--- src/rtl/vga_sync_receiver.sv ---
// VGA sink: samples syncs and 12-bit RGB on the pixel strobe, recovers pixel
// coordinates, verifies line/frame timing, and emits validated pixels once locked.
module vga_sync_receiver #(
    parameter int H_ACTIVE        = 640,
    parameter int H_SYNC          = 96,
    parameter int H_BP            = 48,
    parameter int H_TOTAL         = 800,
    parameter int V_ACTIVE        = 480,
    parameter int V_SYNC          = 2,
    parameter int V_BP            = 33,
    parameter int V_TOTAL         = 525,
    parameter bit SYNC_ACTIVE_LOW = 1'b1
) (
    input  logic        i_clk,
    input  logic        i_reset,
    input  logic        i_pixEn,
    input  logic        i_hSync,
    input  logic        i_vSync,
    input  logic [3:0]  i_VGA_R,
    input  logic [3:0]  i_VGA_G,
    input  logic [3:0]  i_VGA_B,
    output logic        o_locked,
    output logic        o_pixValid,
    output logic [9:0]  o_pixX,
    output logic [8:0]  o_pixY,
    output logic [11:0] o_pixColor,
    output logic        o_frameStart,
    output logic        o_hError,
    output logic        o_vError,
    output logic [7:0]  o_errCount
);

    localparam logic [9:0] HT  = 10'(H_TOTAL);
    localparam logic [9:0] HT1 = 10'(H_TOTAL - 1);
    localparam logic [9:0] HSW = 10'(H_SYNC);
    localparam logic [9:0] HX0 = 10'(H_SYNC + H_BP);
    localparam logic [9:0] HX1 = 10'(H_SYNC + H_BP + H_ACTIVE - 1);
    localparam logic [9:0] VT  = 10'(V_TOTAL);
    localparam logic [9:0] VT1 = 10'(V_TOTAL - 1);
    localparam logic [9:0] VSW = 10'(V_SYNC);
    localparam logic [9:0] VY0 = 10'(V_SYNC + V_BP);
    localparam logic [9:0] VY1 = 10'(V_SYNC + V_BP + V_ACTIVE - 1);

    typedef enum logic [1:0] {SEARCH, CHECK, LOCKED} state_t;

    state_t      r_state, w_next;
    logic        r_hsPrev, r_vsPrev, r_hPend, r_vPend;
    logic [9:0]  r_hCount, r_vCount;
    logic        r_locked, r_pixValid, r_frameStart, r_hError, r_vError;
    logic [9:0]  r_pixX;
    logic [8:0]  r_pixY;
    logic [11:0] r_pixColor;
    logic [7:0]  r_errCount;

    logic        w_hs, w_vs, w_hLead, w_vStart, w_checking;
    logic        w_hErrRaw, w_vErrRaw, w_hErr, w_vErr, w_err, w_inWin, w_valid;
    logic [9:0]  w_hcNext, w_vcNext;
    logic [8:0]  w_errSum;

    assign w_hs     = SYNC_ACTIVE_LOW ? ~i_hSync : i_hSync;
    assign w_vs     = SYNC_ACTIVE_LOW ? ~i_vSync : i_vSync;
    assign w_hLead  = w_hs & ~r_hsPrev;
    assign w_vStart = w_hLead & w_vs & ~r_vsPrev;

    // Counts are the value belonging to the current sample, saturating at TOTAL.
    assign w_hcNext = w_hLead ? 10'd0 : ((r_hCount == HT) ? r_hCount : r_hCount + 10'd1);
    assign w_vcNext = !w_hLead ? r_vCount :
                      w_vStart ? 10'd0 :
                      ((r_vCount == VT) ? r_vCount : r_vCount + 10'd1);

    assign w_hErrRaw = w_hLead ? (r_hCount != HT1)
                               : ((w_hcNext == HT && r_hCount != HT) ||
                                  (!w_hs && r_hPend && w_hcNext != HSW));
    assign w_vErrRaw = w_hLead & (w_vStart ? (r_vCount != VT1)
                                           : ((w_vcNext == VT && r_vCount != VT) ||
                                              (!w_vs && r_vPend && w_vcNext != VSW)));

    // Timing is only judged once a frame boundary has been seen.
    assign w_checking = (r_state != SEARCH);
    assign w_hErr     = w_hErrRaw & w_checking;
    assign w_vErr     = w_vErrRaw & w_checking;
    assign w_err      = w_hErr | w_vErr;
    assign w_inWin    = (w_hcNext >= HX0) && (w_hcNext <= HX1) &&
                        (w_vcNext >= VY0) && (w_vcNext <= VY1);
    assign w_valid    = (r_state == LOCKED) & ~w_err & w_inWin;
    assign w_errSum   = {1'b0, r_errCount} + {8'd0, w_hErr} + {8'd0, w_vErr};

    always_comb begin
        w_next = r_state;
        if (i_pixEn) begin
            case (r_state)
                SEARCH:  if (w_vStart) w_next = CHECK;
                CHECK:   if (w_err) w_next = SEARCH;
                         else if (w_vStart) w_next = LOCKED;
                LOCKED:  if (w_err) w_next = SEARCH;
                default: w_next = SEARCH;
            endcase
        end
    end

    always_ff @(posedge i_clk) begin
        if (i_reset) r_state <= SEARCH;
        else         r_state <= w_next;
    end

    always_ff @(posedge i_clk) begin
        if (i_reset) begin
            r_hsPrev     <= 1'b0;
            r_vsPrev     <= 1'b0;
            r_hPend      <= 1'b0;
            r_vPend      <= 1'b0;
            r_hCount     <= 10'd0;
            r_vCount     <= 10'd0;
            r_locked     <= 1'b0;
            r_pixValid   <= 1'b0;
            r_frameStart <= 1'b0;
            r_hError     <= 1'b0;
            r_vError     <= 1'b0;
            r_pixX       <= 10'd0;
            r_pixY       <= 9'd0;
            r_pixColor   <= 12'd0;
            r_errCount   <= 8'd0;
        end else begin
            r_pixValid   <= 1'b0;
            r_frameStart <= 1'b0;
            r_hError     <= 1'b0;
            r_vError     <= 1'b0;
            if (i_pixEn) begin
                r_hsPrev <= w_hs;
                r_hCount <= w_hcNext;
                if (w_hLead)   r_hPend <= 1'b1;
                else if (!w_hs) r_hPend <= 1'b0;
                if (w_hLead) begin
                    r_vsPrev <= w_vs;
                    r_vCount <= w_vcNext;
                    if (w_vStart)   r_vPend <= 1'b1;
                    else if (!w_vs) r_vPend <= 1'b0;
                end
                r_locked     <= (w_next == LOCKED);
                r_frameStart <= w_vStart && (w_next == LOCKED);
                r_hError     <= w_hErr;
                r_vError     <= w_vErr;
                r_pixValid   <= w_valid;
                if (w_valid) begin
                    r_pixX     <= w_hcNext - HX0;
                    r_pixY     <= 9'(w_vcNext - VY0);
                    r_pixColor <= {i_VGA_R, i_VGA_G, i_VGA_B};
                end
                r_errCount <= w_errSum[8] ? 8'hFF : w_errSum[7:0];
            end
        end
    end

    assign o_locked     = r_locked;
    assign o_pixValid   = r_pixValid;
    assign o_pixX       = r_pixX;
    assign o_pixY       = r_pixY;
    assign o_pixColor   = r_pixColor;
    assign o_frameStart = r_frameStart;
    assign o_hError     = r_hError;
    assign o_vError     = r_vError;
    assign o_errCount   = r_errCount;

endmodule

--- config.mk ---
export PLATFORM = sky130hd
export DESIGN_NAME = vga_sync_receiver
export DESIGN_NICKNAME = d
export VERILOG_FILES = /design/src/rtl/vga_sync_receiver.sv
export SDC_FILE = /design/constraint.sdc
export NUM_CORES = 1
export LEC_CHECK = 0
export CAP_MARGIN = 20
export CORE_ASPECT_RATIO = 2
export CORE_MARGIN = 5
export CORE_UTILIZATION = 60
export CTS_CLUSTER_DIAMETER = 50
export CTS_CLUSTER_SIZE = 40
export DETAILED_ROUTE_END_ITERATION = 8
export PLACE_DENSITY = 0.86
export SLEW_MARGIN = 5
export SYNTH_ARGS = -nofsm -noshare
export SYNTH_HDL_FRONTEND = slang
export SYNTH_SLANG_ARGS = --single-unit
--- constraint.sdc ---
create_clock -name i_clk -period 7.3 [get_ports i_clk]
set_clock_uncertainty 0.15 [all_clocks]
set_input_delay 2.19 -clock i_clk [delete_from_list [all_inputs] [get_ports i_clk]]
set_output_delay 2.19 -clock i_clk [all_outputs]
set_load 0.1 [all_outputs]
==> key figures <==
Run status
  • Status: finished clean

Global route
  • Vias in the first global route: ~4200
  • Largest net degree at the start of global routing: between 40 and 50
  • GR Overflow Total: 0
  • GRT Total Usage: a little over a quarter
  • Global-route wire length before repair: 20.4 mm
  • Initial antenna violation count: 0

Synthesis
  • Synth Area in Adders: slightly above 4%
  • Post-synth cell types: 84
  • Post-Syn Nets: 569
  • Number of flops mapped to enable cells by yosys: 0
  • Post-Synth Simple-Gate Area: 25.0%
  • Post-Syn Area: approximately 0.0045 mm^2
  • Mux share of post-synthesis cell area: ~7.7%
  • Largest family of logic cells by synthesized area: simple AND/OR/NAND/NOR gates
  • Avg Cell Area, Syn: 8.33 um^2
  • Flops & latches, synth: 70
  • Seq/Total Area, Yosys: between 30 and 40%
  • Post-synthesis xor/xnor area fraction: roughly 3.9%
  • Post-synth ARST share: 0%
  • Compound-cell area share of the yosys netlist: 21.0%
  • Cells after Synth: about 540
  • Yosys Warn Count: 0
  • Main synth FF type: dfxtp_1

Worst setup path
  • Worst R2R Setup Slack: roughly 3 ns
  • R2R depth: 12
  • CP Data Arrival Time: about 6.1 ns
  • Worst EP required: 7.41 ns
  • Startpoint types: primary input
  • Crit path from: i_hSync
  • Crit Path Class: primary input to register
  • Reg2reg end: o_pixX[3]
  • Worst-path fanout max: 9
  • Critical Path Sink Type: register
  • R2R Path Start: r_vCount[2]
  • Crit path to: o_errCount[2]

Cells and area
  • Post-route cell area: roughly 0.0053 mm^2
  • Diode count: 0
  • FF/Latch Area: 0.00140 mm^2
  • Share of post-route cells with drive strength above 1: 10.0%
  • Area Growth Syn to Fin: 18.2%
  • Area of the multi-input gates: 0.00277 mm^2
  • Post-Layout Cell Count: 672
  • Nets: ~600
  • Commonest non-fill, non-tap cell in the layout: nand2_1
  • Most frequent cells in the layout: 79 x nand2_1, 70 x dfxtp_1, 60 x clkdlybuf4s50_1, 54 x nor2_1
  • # fillers: 555

Drt
  • DRT Wirelength: 12.7 mm
  • DR WL/cell: 18.9 um
  • Vias/cell: 6.36
  • First-pass detailed-route iteration total: 5
  • Post-route ant nets: 0
  • # DRC: 0
  • Via Count: 4273
  • Initial drt markers: 265

STA
  • Final Max Slew Viols: 0
  • Setup violators final: 0
  • Crit share post-route: 81.6%
  • Final Hold Vio Count: 0
  • WHS: 0.306 ns
  • Max-slew headroom: 28.9%
  • FMAX: 168 MHz
  • Post-layout min period: 5.96 ns
  • RSZ-0062 raised after global routing: no
  • Slew @ Worst Pin: 1.06 ns
  • Setup TNS: 0 ns

CTS
  • CTS root buffer: clkbuf_16
  • Reg clk slew, reported paths: roughly 0.05 ns
  • CTS tree: built
  • Post_cts resized: 0
  • Clock sinks: 70
  • H-tree levels: 3
  • Clock buffer depth: 2
  • TritonCTS buffer count: 9
  • Clock latency on the worst-skew pair: about 0.34 ns
  • Post-CTS Setup Bufs: 0
  • Hold buffers post-CTS: 0

Die
  • Row count: 44
  • Die width: 71.1 um
  • I/O Pins: 61
  • Initial Utilization: 61.7%
  • DIE AREA: 0.00940 mm^2
  • Core box area: between 0.007 and 0.008 mm^2
  • Die height: 132 um

Placement
  • I/O Buffers: 60
  • HPWL Detailed: 9.56 mm
  • Placed Cells incl. Taps: approximately 660
  • Placement Cell Area: about 0.005 mm^2
  • RD Place Congestion: 1.01

Min path
  • Hold Crit Class: register to register

Power
  • PwrDens: between 150 and 200 mW/mm^2
  • Leakage power: 1.90 nW
  • Worst vdd ir: 0.188 mV

Job
  • Max-cap violations: 0
## worst max-delay path: stages
cell             delay, ns
clkdlybuf4s50_1       0.53
or3_1                 0.36
a311oi_1              0.50
a21oi_1               0.21
inv_1                 0.15
ha_1                  0.16
nand4_1               0.09
nor3b_1               0.19
and4_1                0.22
nor3_2                0.06
fa_1                  0.37
inv_1                 0.09
ha_1                  0.19
nand3_1               0.15
nor2_1                0.18
nand3_1               0.23
a21oi_1               0.18
## synthesized netlist by cell type (3+ instances only)
master / count / share of area, %
ha_1: 13 / 3.6
a211oi_2: 3 / 0.84
a21oi_1: 31 / 3.5
a21o_1: 3 / 0.50
o21ai_0: 14 / 1.6
o211ai_1: 5 / 0.84
a41oi_1: 8 / 1.6
a311oi_1: 3 / 0.59
nand2b_1: 5 / 0.70
a31o_2: 3 / 0.59
dfxtp_1: 70 / 31
and3_1: 4 / 0.56
buf_12: 3 / 1.3
o31ai_1: 3 / 0.50
nand3_1: 13 / 1.5
or3_1: 4 / 0.56
clkbuf_1: 19 / 1.6
nand2_1: 79 / 6.6
xor2_1: 8 / 1.6
buf_2: 15 / 1.7
a211oi_1: 9 / 1.5
xnor2_1: 12 / 2.3
nor2b_1: 4 / 0.56
and4_1: 4 / 0.78
nor3b_1: 3 / 0.50
a31oi_1: 5 / 0.70
a32oi_1: 3 / 0.59
mux2i_1: 31 / 6.9
nand4_1: 8 / 1.1
nor4_1: 4 / 0.56
nor3_1: 11 / 1.2
or4_1: 3 / 0.50
nor2_1: 54 / 4.5
inv_1: 18 / 1.5
and2_1: 4 / 0.56
## power by group
group	leakage [nW]	switching, mW	internal (mW)
clock	0.131	0.167	0.240
sequential	0.566	0.0107	0.387
combinational	1.20	0.0686	0.0386
total	1.90	0.246	0.666
## per-stage QoR
stage	setup slack, ns	power, mW	utilization, %
2_1_floorplan	1.68	0.479	-
3_3_place_gp	1.23	0.508	69.0
3_5_place_dp	1.15	0.510	69.0
4_1_cts	1.47	0.912	72.9
5_1_grt	1.22	0.939	72.9
6_report	1.34	0.912	72.9
## sequential cells by signal (all words and copies together), names as in the netlist
name          count
o_pixColor       12
o_pixX           10
r_hCount         10
r_vCount         10
o_pixY            9
o_errCount        8
r_state           2
o_frameStart      1
o_hError          1
o_locked          1
o_pixValid        1
o_vError          1
r_hPend           1
r_hsPrev          1
r_vPend           1
r_vsPrev          1
## area by class of cell
type / count / area share (%)
Tap cell: 92 / 2.17
Clock inverter: 6 / 0.851
Clock buffer: 10 / 4.51
Sequential cell: 70 / 26.5
Timing Repair Buffer: 68 / 12.5
Inverter: 18 / 1.28
Multi-Input combinational cell: 408 / 52.2
## metal layers
layer	global-route usage, %	part of all wire (%)	up-vias	wire length, um
met5	0	0	-	0
met4	19.9	7.2	0	920
met3	4.66	4.5	68	573
met2	49.3	54	183	6820
met1	26.6	35	2000	4400
li1	-	-	2022	-
## kinds of logic (layout without fill, tap and decap cells)
kind of cell    count (synthesis)  in the layout
compound gates                121            121
xor+xnor                       20             20
fa+ha+maj                      14             14
buf+inv                        60            102
flops                          70             70
mux                            34             34
simple gates                  219            219
## how the worst min path moves through the flow
| stage | start | endpoint | slack [ns] | cells past startpoint |
|---|---|---|---|---|
| 5_1_grt | o_pixX[8] | o_pixX[8] | 0.33 | 2 |
| 4_1_cts | o_pixX[8] | o_pixX[8] | 0.31 | 2 |
| 2_1_floorplan | r_vPend | r_vPend | 0.31 | 1 |
| 3_3_place_gp | o_pixColor[1] | o_pixColor[1] | 0.29 | 2 |
| 6_report | o_pixX[8] | o_pixX[8] | 0.31 | 2 |
| 3_5_place_dp | o_pixX[8] | o_pixX[8] | 0.30 | 2 |
(Power assumes the default switching activity.)
